`src/rtl/lc3_pc_pkg.sv`:
```
// Shared definitions for the LC-3 program-counter unit and its return-address stack.
// The pcmux encodings are also used by the control FSM that drives this block.
package lc3_pc_pkg;

  localparam logic [2:0] PCMUX_INC  = 3'b000;
  localparam logic [2:0] PCMUX_BUS  = 3'b001;
  localparam logic [2:0] PCMUX_ADDR = 3'b010;
  localparam logic [2:0] PCMUX_VEC  = 3'b011;
  localparam logic [2:0] PCMUX_POP  = 3'b100;

  // One operation per cycle on the stack storage; flush dominates everything else.
  typedef enum logic [2:0] {
    RAS_IDLE,
    RAS_PUSH,
    RAS_POP,
    RAS_SWAP,
    RAS_FLUSH
  } ras_op_e;

endpackage

```
`src/rtl/lc3_ras.sv`:
```
// Circular return-address stack. A full stack overwrites its oldest entry, and a
// pop from an empty stack only raises the sticky underflow flag.
module lc3_ras
  import lc3_pc_pkg::*;
#(
  parameter int WIDTH = 16,
  parameter int DEPTH = 8
) (
  input  logic                     clk,
  input  logic                     rst,
  input  logic                     push,
  input  logic                     pop,
  input  logic                     flush,
  input  logic [WIDTH-1:0]         push_data,
  output logic [WIDTH-1:0]         top,
  output logic [$clog2(DEPTH):0]   count,
  output logic                     empty,
  output logic                     full,
  output logic                     ovf,
  output logic                     unf
);

  localparam int PW = $clog2(DEPTH);
  localparam int CW = PW + 1;
  localparam logic [CW-1:0] FULL_CNT = CW'(DEPTH);

  logic [WIDTH-1:0] mem [DEPTH];
  logic [PW-1:0]    ptr;        // next free slot; the top lives at ptr-1
  logic [CW-1:0]    cnt;
  logic             ovf_q;
  logic             unf_q;

  ras_op_e          op;
  logic             unf_evt;
  logic             wr_en;
  logic [PW-1:0]    wr_addr;

  assign empty = (cnt == '0);
  assign full  = (cnt == FULL_CNT);
  assign count = cnt;
  assign ovf   = ovf_q;
  assign unf   = unf_q;
  assign top   = mem[ptr - PW'(1)];

  // NOTE: every signal written here gets a default first, so no path leaves it unassigned and no latch is inferred.
  always_comb begin
    op      = RAS_IDLE;
    unf_evt = 1'b0;
    if (flush) begin
      op = RAS_FLUSH;
    end else begin
      unf_evt = pop && empty;
      if (push && pop && !empty) begin
        op = RAS_SWAP;
      end else if (push) begin
        op = RAS_PUSH;
      end else if (pop && !empty) begin
        op = RAS_POP;
      end
    end
  end

  // A swap rewrites the current top in place; a push fills the next free slot.
  assign wr_en   = (op == RAS_PUSH) || (op == RAS_SWAP);
  assign wr_addr = (op == RAS_SWAP) ? (ptr - PW'(1)) : ptr;

  // NOTE: state uses non-blocking assignments so every register samples pre-edge values.
  always_ff @(posedge clk) begin
    if (!rst) begin
      ptr   <= '0;
      cnt   <= '0;
      ovf_q <= 1'b0;
      unf_q <= 1'b0;
    end else begin
      case (op)
        RAS_FLUSH: begin
          cnt   <= '0;
          ovf_q <= 1'b0;
          unf_q <= 1'b0;
        end
        RAS_PUSH: begin
          ptr <= ptr + PW'(1);
          if (full) begin
            ovf_q <= 1'b1;
          end else begin
            cnt <= cnt + CW'(1);
          end
        end
        RAS_POP: begin
          ptr <= ptr - PW'(1);
          cnt <= cnt - CW'(1);
        end
        default: ;
      endcase
      if (unf_evt) begin
        unf_q <= 1'b1;
      end
    end
  end

  // NOTE: the entry storage has no reset; the count alone decides which entries are valid.
  always_ff @(posedge clk) begin
    if (wr_en) begin
      mem[wr_addr] <= push_data;
    end
  end

endmodule

```
`src/rtl/lc3_pc_ras.sv`:
```
// LC-3 program counter with next-PC selection and a hardware return-address stack
// that predicts RET targets pushed by JSR/JSRR.
module lc3_pc_ras
  import lc3_pc_pkg::*;
#(
  parameter int              WIDTH     = 16,
  parameter int              RAS_DEPTH = 8,
  parameter logic [WIDTH-1:0] RESET_PC = '0
) (
  input  logic                         clk,
  input  logic                         rst,
  input  logic                         ld_pc,
  input  logic [2:0]                   pcmux,
  input  logic                         push,
  input  logic                         flush,
  input  logic [WIDTH-1:0]             addr_out,
  input  logic [WIDTH-1:0]             data_bus,
  input  logic [7:0]                   vec,
  output logic [WIDTH-1:0]             pc,
  output logic [WIDTH-1:0]             pc_inc,
  output logic [$clog2(RAS_DEPTH):0]   ras_count,
  output logic                         ras_empty,
  output logic                         ras_full,
  output logic                         ras_ovf,
  output logic                         ras_unf
);

  logic [WIDTH-1:0] pc_nxt;
  logic [WIDTH-1:0] ras_top;
  logic             ras_push;
  logic             ras_pop;

  assign pc_inc   = pc + WIDTH'(1);
  assign ras_push = ld_pc && push;
  assign ras_pop  = ld_pc && (pcmux == PCMUX_POP);

  lc3_ras #(
    .WIDTH (WIDTH),
    .DEPTH (RAS_DEPTH)
  ) u_ras (
    .clk       (clk),
    .rst       (rst),
    .push      (ras_push),
    .pop       (ras_pop),
    .flush     (flush),
    .push_data (pc_inc),
    .top       (ras_top),
    .count     (ras_count),
    .empty     (ras_empty),
    .full      (ras_full),
    .ovf       (ras_ovf),
    .unf       (ras_unf)
  );

  always_comb begin
    pc_nxt = pc_inc;
    case (pcmux)
      PCMUX_BUS:  pc_nxt = data_bus;
      PCMUX_ADDR: pc_nxt = addr_out;
      PCMUX_VEC:  pc_nxt = {{(WIDTH-8){1'b0}}, vec};
      // An empty stack falls back to the software-supplied target, unless a
      // flush in the same cycle forces the stored top to be taken.
      PCMUX_POP:  pc_nxt = (ras_empty && !flush) ? data_bus : ras_top;
      default:    pc_nxt = pc_inc;
    endcase
  end

  always_ff @(posedge clk) begin
    if (!rst) begin
      pc <= RESET_PC;
    end else if (ld_pc) begin
      pc <= pc_nxt;
    end
  end

endmodule

```
`config.mk`:
```
export PLATFORM = sky130hd
export DESIGN_NAME = lc3_pc_ras
export DESIGN_NICKNAME = d
export VERILOG_FILES = /design/src/rtl/lc3_pc_pkg.sv /design/src/rtl/lc3_ras.sv /design/src/rtl/lc3_pc_ras.sv
export SDC_FILE = /design/constraint.sdc
export NUM_CORES = 1
export LEC_CHECK = 0
export CAP_MARGIN = 20
export CORE_MARGIN = 4
export CORE_UTILIZATION = 30
export CTS_BUF_LIST = sky130_fd_sc_hd__clkbuf_4 sky130_fd_sc_hd__clkbuf_8 sky130_fd_sc_hd__clkbuf_16
export DETAILED_ROUTE_END_ITERATION = 6
export GPL_ROUTABILITY_DRIVEN = 0
export PLACE_DENSITY = 0.47
export SYNTH_ARGS = -nofsm -noshare
export SYNTH_HDL_FRONTEND = slang
export SYNTH_SLANG_ARGS = --single-unit
```
`constraint.sdc`:
```
create_clock -name clk -period 3.3 [get_ports clk]
set_input_delay 0.66 -clock clk [delete_from_list [all_inputs] [get_ports clk]]
set_output_delay 0.66 -clock clk [all_outputs]
set_load 0.05 [all_outputs]
```
# After elaboration in Yosys (flattened, before gate mapping)
# Memory sizes are Yosys's and may differ from the RTL's.
# Cells that the tools add are included.
[classes]
add_sub_neg = 5
eq_ne = 11
n_mux = 17
n_reduce_logical = 17
[op_table]
columns = ["op", "n"]
rows = [
  ["$pmux W16 S4", 1],
  ["$add A16 B1 Y16 const B", 1],
  ["$mux W16", 1],
  ["$eq A3 B2 Y1 const B", 4],
  ["$mux W3", 4],
  ["$pmux W4 S3", 1],
  ["$logic_and A1 B1 Y1", 7],
  ["$eq A3 B1 Y1 const B", 2],
  ["$eq A3 B3 Y1 const B", 2],
  ["$mux W1", 6],
  ["$pmux W3 S2", 1],
  ["$reduce_bool A2 Y1", 3],
  ["$add A4 B1 Y4 const B", 1],
  ["$eq A4 B4 Y1 const B", 1],
  ["$logic_not A4 Y1", 1],
  ["$mux W4", 1],
  ["$ne A2 B2 Y1 const B", 2],
  ["$reduce_and A2 Y1", 2],
  ["$sub A4 B1 Y4 const B", 1],
  ["$add A3 B1 Y3 const B", 1],
  ["$reduce_bool A3 Y1", 1],
  ["$sub A3 B1 Y3 const B", 1],
  ["$logic_not A1 Y1", 2],
  ["$mux W2", 1],
  ["2 further kinds", 2],
]
[totals]
wordCells = 56
mem_count = 1
inputBits = 48
ramBits = 128
regBits = 25
output_inout_bits = 40
[memory_table]
columns = ["memory", "depth", "word_bits", "rd", "rd_ports_with_merged_regs", "wr", "line_no", "text"]
rows = [
  ["u_ras.mem", 8, 16, 1, 0, 1, "lc3_ras.sv:27", "logic [WIDTH-1:0] mem [DEPTH];"],
]

# Longest topological paths before layout
# Gate-level depths: netlist (run 1).
[logic_depth]
depth_word = 11
mapped_depth = 11
depth_no_buf = 9

# By module
# From an unflattened synthesis (run 1), not the netlist that was laid out.
[unflattened]
cells_unflattened = 496
hier_area_um2 = 7149.4
[by_module_without_submodules]
columns = ["mod", "cells_per_inst", "area_per_inst_um2", "seq_area_each_um2", "instances"]
rows = [
  ["lc3_ras", 276, 5527.8, 4023.9, 1],
  ["lc3_pc_ras", 220, 1621.6, 320.3, 1],
]

# Least setup slack after synthesis (run 1)
# Ideal clock, no wire load.
[synth_timing]
kind = "input to register"
start = "in pcmux[1]"
end = "mem u_ras.mem[0][0] (enable)"
cell_stages = 6
path_buffers = 1
setup_time_ps = 388
slack_ps = 46
arrival_ps = 2865
t_required_ps = 2912
cell_sequence = "clkbuf_1 > and4bb_2 > nand3_1 > xnor2_1 > or4b_2 > nor2_1"
[synth_via]
elab_chain_cells = 11
word_cells_on_any_way = 15
cone_classes = "eq/ne: 3; mux: 7; reduce/logical: 5"
[synth_lines]
columns = ["item", "line_no", "text"]
rows = [
  ["start: declaration", "lc3_pc_ras.sv:13", "input logic [2:0] pcmux,"],
  ["$eq A3 B3 Y1 *", "lc3_pc_ras.sv:35", "assign ras_pop = ld_pc && (pcmux == PCMUX_POP);"],
  ["$logic_and A1 B1 Y1 *", "lc3_pc_ras.sv:35", ""],
  ["$logic_and A1 B1 Y1", "lc3_ras.sv:57", "end else if (pop && !empty) begin"],
  ["$mux W2", "lc3_ras.sv:57", ""],
  ["$mux W3", "lc3_ras.sv:55", "end else if (push) begin"],
  ["$mux W3 *", "lc3_ras.sv:53", "if (push && pop && !empty) begin"],
  ["$mux W3 *", "lc3_ras.sv:49", "if (flush) begin"],
  ["$eq A3 B1 Y1 or $eq A3 B2 Y1 (tied branches)", "lc3_ras.sv:64, lc3_ras.sv:65", ""],
  ["$logic_or A1 B1 Y1", "lc3_ras.sv:64", "assign wr_en = (op == RAS_PUSH) || (op == RAS_SWAP);"],
  ["$mux W1", "lc3_ras.sv:103", "if (wr_en) begin"],
  ["$mux W1 (implied by the code)", "lc3_ras.sv:104", "mem[wr_addr] <= push_data;"],
  ["end: declaration", "lc3_ras.sv:27", ""],
]
# Mark *: on every way between the ends. The rest lies on a longest branch, timed or not.

# Worst setup path after layout (run 1)
[layout_timing]
start = "reg u_ras.cnt[0] (netlist: u_ras.count[0])"
end = "out ras_empty"
[layout_via]
elab_chain_cells = 1
[layout_lines]
columns = ["item", "line_no", "text"]
rows = [
  ["start: declaration", "lc3_ras.sv:29", "logic [CW-1:0] cnt;"],
  ["start signal: assignment", "lc3_ras.sv:86", "cnt <= cnt + CW'(1);"],
  ["start signal: assignment", "lc3_ras.sv:91", "cnt <= cnt - CW'(1);"],
  ["$logic_not A4 Y1", "lc3_ras.sv:38", "assign empty = (cnt == '0);"],
  ["end: declaration", "lc3_pc_ras.sv:22", "output logic ras_empty,"],
]
# No other way between the ends.

==> results of run 1 <==
timing repair:
| item | CTS | global route |
|---|---|---|
| resized for setup | 0 | 1 |
| endpoints found under the hold margin | 0 | 0 |
| hold buffers | 0 | 0 |
| endpoints found under the setup margin | 0 | 1 |
routing by layer:
layer / track usage / vias to the layer above / routed length, µm
li1: - / 2090 / -
met1: 0.227 / 2378 / 8840
met2: 0.265 / 203 / 9720
met3: 0.0339 / 26 / 1270
met4: 0.0601 / 0 / 484
met5: 0 / - / 0
power by group through the flow:
stage / registers [µW] / logic, µW / clock network, µW
global placement: 2210 / 624 / 0
finish: 2170 / 621 / 2020
global route: 2170 / 661 / 2150
CTS: 2170 / 628 / 2050
detailed placement: 2210 / 626 / 0
floorplan: 2260 / 285 / 0
Yosys cell counts, types with 2 or more instances:
| cell | number |
|---|---|
| edfxtp_1 | 128 |
| mux4_2 | 30 |
| nand2_1 | 29 |
| a21oi_1 | 25 |
| dfxtp_1 | 25 |
| o21ai_0 | 23 |
| nor2_1 | 19 |
| clkbuf_1 | 15 |
| xnor2_1 | 14 |
| a31oi_1 | 13 |
| mux2i_1 | 13 |
| a221oi_1 | 10 |
| inv_1 | 10 |
| nand3_1 | 8 |
| nor2b_1 | 8 |
| nor3_1 | 8 |
| xor2_1 | 7 |
| nand2b_1 | 6 |
| a211oi_1 | 5 |
| ha_1 | 5 |
| nand4_1 | 5 |
| and2_1 | 4 |
| buf_2 | 4 |
| nor4_1 | 4 |
| a22oi_1 | 3 |
| a211o_1 | 2 |
| a31o_2 | 2 |
| and3b_1 | 2 |
| and4_1 | 2 |
| buf_1 | 2 |
| buf_6 | 2 |
| mux2_2 | 2 |
| nor3b_1 | 2 |
| o211ai_1 | 2 |
| o221ai_1 | 2 |
cells by family after synthesis:
logic type               count (synthesis)
buffers and inverters                   34
multiplexers                            45
XOR/XNOR                                21
AND/OR/NAND/NOR                        104
flip-flops                             153
adder cells (fa/ha/maj)                  6
AO/OA/AOI/OAI                           96
worst paths after layout:
path                   from          endpoint  slack, ns  depth (start not counted)
max          u_ras.count[0]         ras_empty       0.19                          3
min               u_ras.unf         u_ras.unf       0.47                          2
max reg2reg  u_ras.count[0]  u_ras.mem[3][13]       0.57                          6
min reg2reg       u_ras.unf         u_ras.unf       0.47                          2
registers in the layout, indices dropped and copies added (netlist names):
register and flops:
u_ras.ovf 1, u_ras.mem 128, u_ras.count 4, u_ras.ptr 3
u_ras.unf 1, pc 16
worst max-delay path, cell delays in order (launching register included):
cell and delay [ns]:
dfxtp_1 0.41, or4_4 0.62, inv_1 0.17, clkdlybuf4s50_1 0.83
metrics by stage:
step	power (µW)	utilization	hold WS, ns	setup WS (ns)
floorplan	2540	-	0.611	0.0462
global placement	2830	0.380	0.454	0.121
detailed placement	2830	0.380	0.459	0.0738
CTS	4840	0.408	0.478	0.00303
global route	4980	0.408	0.523	0.0788
finish	4810	0.408	0.472	0.186
final cells by class:
cell class | instances | area share
flip-flops and latches | 153 | 0.483
multi-input cells | 272 | 0.254
repair buffers | 142 | 0.151
clock buffers | 17 | 0.0473
well taps | 280 | 0.0390
clock inverters | 15 | 0.0218
inverters | 11 | 0.00459
==> results.sh, run 1 <==
export IMPL_final_common_cell="edfxtp_1"
export IMPL_chipWidth_um=158
export IMPL_finalCritPeriodShare=0.944
export IMPL_h_tree_depth=4
export IMPL_internal_power_uw=3480
export IMPL_syn_num_nets=513
export IMPL_antenna_found_initial=0
export IMPL_peakVddDrop_mv=0.340
export IMPL_grt_max_degree=31
export IMPL_end_kind="output pin"
export IMPL_final_fill_count=2049
export IMPL_regArea_um2=4340
export IMPL_muxShareOfSynthArea=0.122
export IMPL_grt_total_usage=0.167
export IMPL_p_comb_frac=0.129
export IMPL_dpl_cell_area_um2=8370
export IMPL_layout_min_cycle_time_ns=3.11
export IMPL_synth_compound_area_share=0.0919
export IMPL_dieArea_um2=25000
export IMPL_syn_area_um2=6770
export IMPL_route_detailed_drc=0
export IMPL_path_max_fanout=9
export IMPL_seqPwrFrac=0.451
export IMPL_port_buffers=87
export IMPL_pwr_density_cell_nw_per_um2=535
export IMPL_areaGrowthSynthToFinish_pct=32.9
export IMPL_ys_warn_count=0
export IMPL_power_net_switching_uw=1320
export IMPL_routedWlPerCell_um=22.8
export IMPL_final_cell_count_no_fill=890
export IMPL_grt_pass1_vias=4869
export IMPL_synth_edf_count=128
export IMPL_cts_clk_slew_worst_paths_ns=0.07
export IMPL_rsz0062_at_grt="no"
export IMPL_cts_post_setup_buffers_inserted=0
export IMPL_numCtsBuffers=17
export IMPL_path_class="flip-flop to output pin"
export IMPL_yosysTopAreaCell="edfxtp_1"
export IMPL_setup_viol=0
export IMPL_drv_slew=0
export IMPL_ys_seq_elements=153
export IMPL_dp_hpwl_mm=14.5
export IMPL_synth_xor_area_frac=0.0272
export IMPL_synth_area_top_cells="edfxtp_1 (57%), mux4_2 (10%), dfxtp_1 (7.4%)"
export IMPL_ys_types=53
export IMPL_hp_class="flip-flop to flip-flop"
export IMPL_syn_area_per_cell_um2=14.7
export IMPL_ioPinCount=88
export IMPL_clk_insertion_delay_late_ns=0.43
export IMPL_syn_inst=459
export IMPL_ys_flop_type="edfxtp_1"
export IMPL_synthArstFlopShare=0
export IMPL_hold_viol=0
export IMPL_maxCapViolations=0
export IMPL_nets=651
export IMPL_dr_first_iter_drc_count=334
export IMPL_placementRows=54
export IMPL_seq_area_frac_synth=0.642
export IMPL_synth_simple_area_share=0.0823
export IMPL_clock_sinks=153
export IMPL_core_um2=22000
export IMPL_fin_area_um2=8990
export IMPL_slew_headroom=0.466
export IMPL_die_height_um=158
export IMPL_first_pass_iters=5
export IMPL_arrival_ns=2.45
export IMPL_vias=4697
export IMPL_drive_above_1_share=0.238
export IMPL_clock_path_buffers=2
export IMPL_worstMarginPinSlew_ns=0.797
export IMPL_critPathRequiredTime_ns=2.64
export IMPL_final_cell_mix="edfxtp_1 (128), clkdlybuf4s50_1 (73), buf_4 (60), mux4_2 (30), nand2_1 (29)"
export IMPL_synth_top_area_frac=0.568
export IMPL_root_buffer="clkbuf_16"
export IMPL_power_switching_share=0.275
export IMPL_diodes=0
export IMPL_clock_skew_ns=0.0142
export IMPL_multi_input_area_um2=2280
export IMPL_cts_tree="yes"
export IMPL_clock_fmax_mhz=321
export IMPL_p_leak_uw=0.00310
export IMPL_grt_pass1_wl_mm=30.4
export IMPL_synth_top_family_by_area="multiplexers"
export IMPL_dp_cells=858
export IMPL_vias_per_cell=5.28
export IMPL_start_util=0.307
export IMPL_ant_nets=0
export IMPL_start_kind="flip-flop"
export IMPL_synth_fa_ha_area_frac=0.0122
export IMPL_power_frac_clock=0.420
export IMPL_outcome="finished clean"
export IMPL_gr_total_overflow=0
export IMPL_wl_mm=20.3
export IMPL_finalSetupTns_ns=0
Power figures use the tool's default switching activity.
==> run 2, diff against run 1 <==
CORE_ASPECT_RATIO = 0.7   (was default)
SLEW_MARGIN = 5   (was default)
==> run 2 against run 1 <==
Compared with the run above:
- cell count is 0.56% higher
- design area is 0.53% lower
- global-route usage is 0.11 points higher
- combinational power is 2% higher
- routed wire length is 1.8% higher
- largest power group unchanged
- count of clock-buffer cells in the layout is 3 higher
- first-iteration DRC count is 47% higher
- critical path depth is 3 higher
- non-clock buffer count is 3 higher
==> results.sh, run 2 (synthesis gave the netlist of run 1 again) <==
export IMPL_chipWidth_um=187
export IMPL_max_stage_delay_ns=0.47
export IMPL_die_height_um=134
export IMPL_cp_top_family="buffers and inverters"
export IMPL_cts_clk_slew_worst_paths_ns=0.07
export IMPL_gr_total_overflow=0
export IMPL_start_util=0.309
export IMPL_final_cell_mix="edfxtp_1 (128), clkdlybuf4s50_1 (73), buf_4 (63), mux4_2 (30), nand2_1 (29)"
export IMPL_drv_slew=0
export IMPL_dieArea_um2=25100
export IMPL_worstMarginPinSlew_ns=0.800
export IMPL_numCtsBuffers=17
export IMPL_path_cells="buf_4 > ha_1 > inv_1 > nor4_1 > xor2_1 > buf_12"
export IMPL_hp_class="flip-flop to flip-flop"
export IMPL_total_power_uw=4630
export IMPL_layout_min_cycle_time_ns=3.20
export IMPL_critPathRequiredTime_ns=2.64
export IMPL_diodes=0
export IMPL_hold_viol=0
export IMPL_ant_nets=0
export IMPL_ioPinCount=88
export IMPL_setup_viol=0
export IMPL_cts_tree="yes"
export IMPL_p_leak_uw=0.00309
export IMPL_route_detailed_drc=0
export IMPL_worst_slack_ns=0.0976
export IMPL_port_buffers=87
export IMPL_final_common_cell="edfxtp_1"
export IMPL_finalSetupTns_ns=0
export IMPL_rsz0062_at_grt="no"
export IMPL_wl_mm=20.7
export IMPL_clock_sinks=153
export IMPL_grt_pass1_wl_mm=31.2
export IMPL_end_kind="output pin"
export IMPL_dr_first_iter_drc_count=491
export IMPL_placementRows=45
export IMPL_finalCritPeriodShare=0.970
export IMPL_final_fill_count=2025
export IMPL_grt_pass1_vias=4755
export IMPL_clk_insertion_delay_late_ns=0.43
export IMPL_core_um2=21900
export IMPL_clock_path_buffers=2
export IMPL_routedWlPerCell_um=23.1
export IMPL_regArea_um2=4340
export IMPL_path_max_fanout=7
export IMPL_grt_total_usage=0.168
export IMPL_first_pass_iters=5
export IMPL_path_class="flip-flop to output pin"
export IMPL_peakVddDrop_mv=0.381
export IMPL_slew_headroom=0.463
export IMPL_critPathBufInv=3
export IMPL_h_tree_depth=4
export IMPL_areaGrowthSynthToFinish_pct=32.2
export IMPL_nets=654
export IMPL_crit_slowest_cell="xor2_1"
export IMPL_grt_max_degree=31
export IMPL_dp_slack_ns=0.177
export IMPL_clock_fmax_mhz=312
export IMPL_root_buffer="clkbuf_16"
export IMPL_vias_per_cell=5.17
export IMPL_multi_input_area_um2=2280
export IMPL_dp_hpwl_mm=14.9
export IMPL_start_kind="flip-flop"
export IMPL_arrival_ns=2.54
export IMPL_outcome="finished clean"
export IMPL_largest_reg_flops=128
export IMPL_hold_buffers=0
export IMPL_clock_skew_ns=0.0153
export IMPL_vias=4625
export IMPL_largest_register="u_ras.mem"
export IMPL_maxCapViolations=0
export IMPL_antenna_found_initial=0
export IMPL_drive_above_1_share=0.240
export IMPL_pwr_density_cell_nw_per_um2=518
==> run 2: worst paths after layout <==
path           startpoint  depth (start not counted)    endpoint  slack (ns)
max reg2reg  u_ras.ptr[1]                          8       pc[1]        0.34
max                 pc[0]                          6  pc_inc[14]         0.1
min reg2reg     u_ras.ovf                          2   u_ras.ovf        0.48
min             u_ras.ovf                          2   u_ras.ovf        0.48
==> run 2: per-stage QoR <==
step / area, µm² / hold WS (ns) / instances / utilization
6_report: 8940 / 0.482 / 895 / 0.408
5_1_grt: 8940 / 0.534 / 895 / 0.408
4_1_cts: 8940 / 0.488 / 895 / 0.408
3_5_place_dp: 8390 / 0.471 / 863 / 0.383
3_3_place_gp: 8390 / 0.454 / 863 / 0.383
2_1_floorplan: 6770 / 0.611 / 459 / -
==> run 2: what timing repair did <==
item / CTS / global route
setup endpoints to repair: 0 / 1
buffers inserted: 0 / 0
gates resized for setup: 0 / 1
==> run 2: power by group <==
group | internal, µW | switching, µW | total (µW)
registers | 2130 | 28.1 | 2160
logic | 260 | 375 | 635
clock network | 1060 | 777 | 1840
==> run 2: cell type report <==
class	instances	area share
Timing Repair Buffer	145	0.154
Clock buffer	20	0.0501
Clock inverter	12	0.0113
Tap cell	282	0.0394
Inverter	11	0.00462
Multi-Input combinational cell	272	0.255
Sequential cell	153	0.486
==> run 2: worst register-to-register path: stages (launching register included) <==
cell and delay, ns:
dfxtp_1 0.41, inv_1 0.15, ha_1 0.57, buf_4 0.32, mux4_2 0.35, nand2_1 0.11, a21oi_1 0.08, a2111oi_0 0.69
a21oi_1 0.15
==> run 2: layer usage <==
metal / global-route usage / up-vias / wire [µm]
met5: 0 / - / 0
met4: 0.0334 / 0 / 138
met3: 0.0395 / 13 / 1390
met2: 0.260 / 164 / 9520
met1: 0.243 / 2353 / 9630
li1: - / 2095 / -
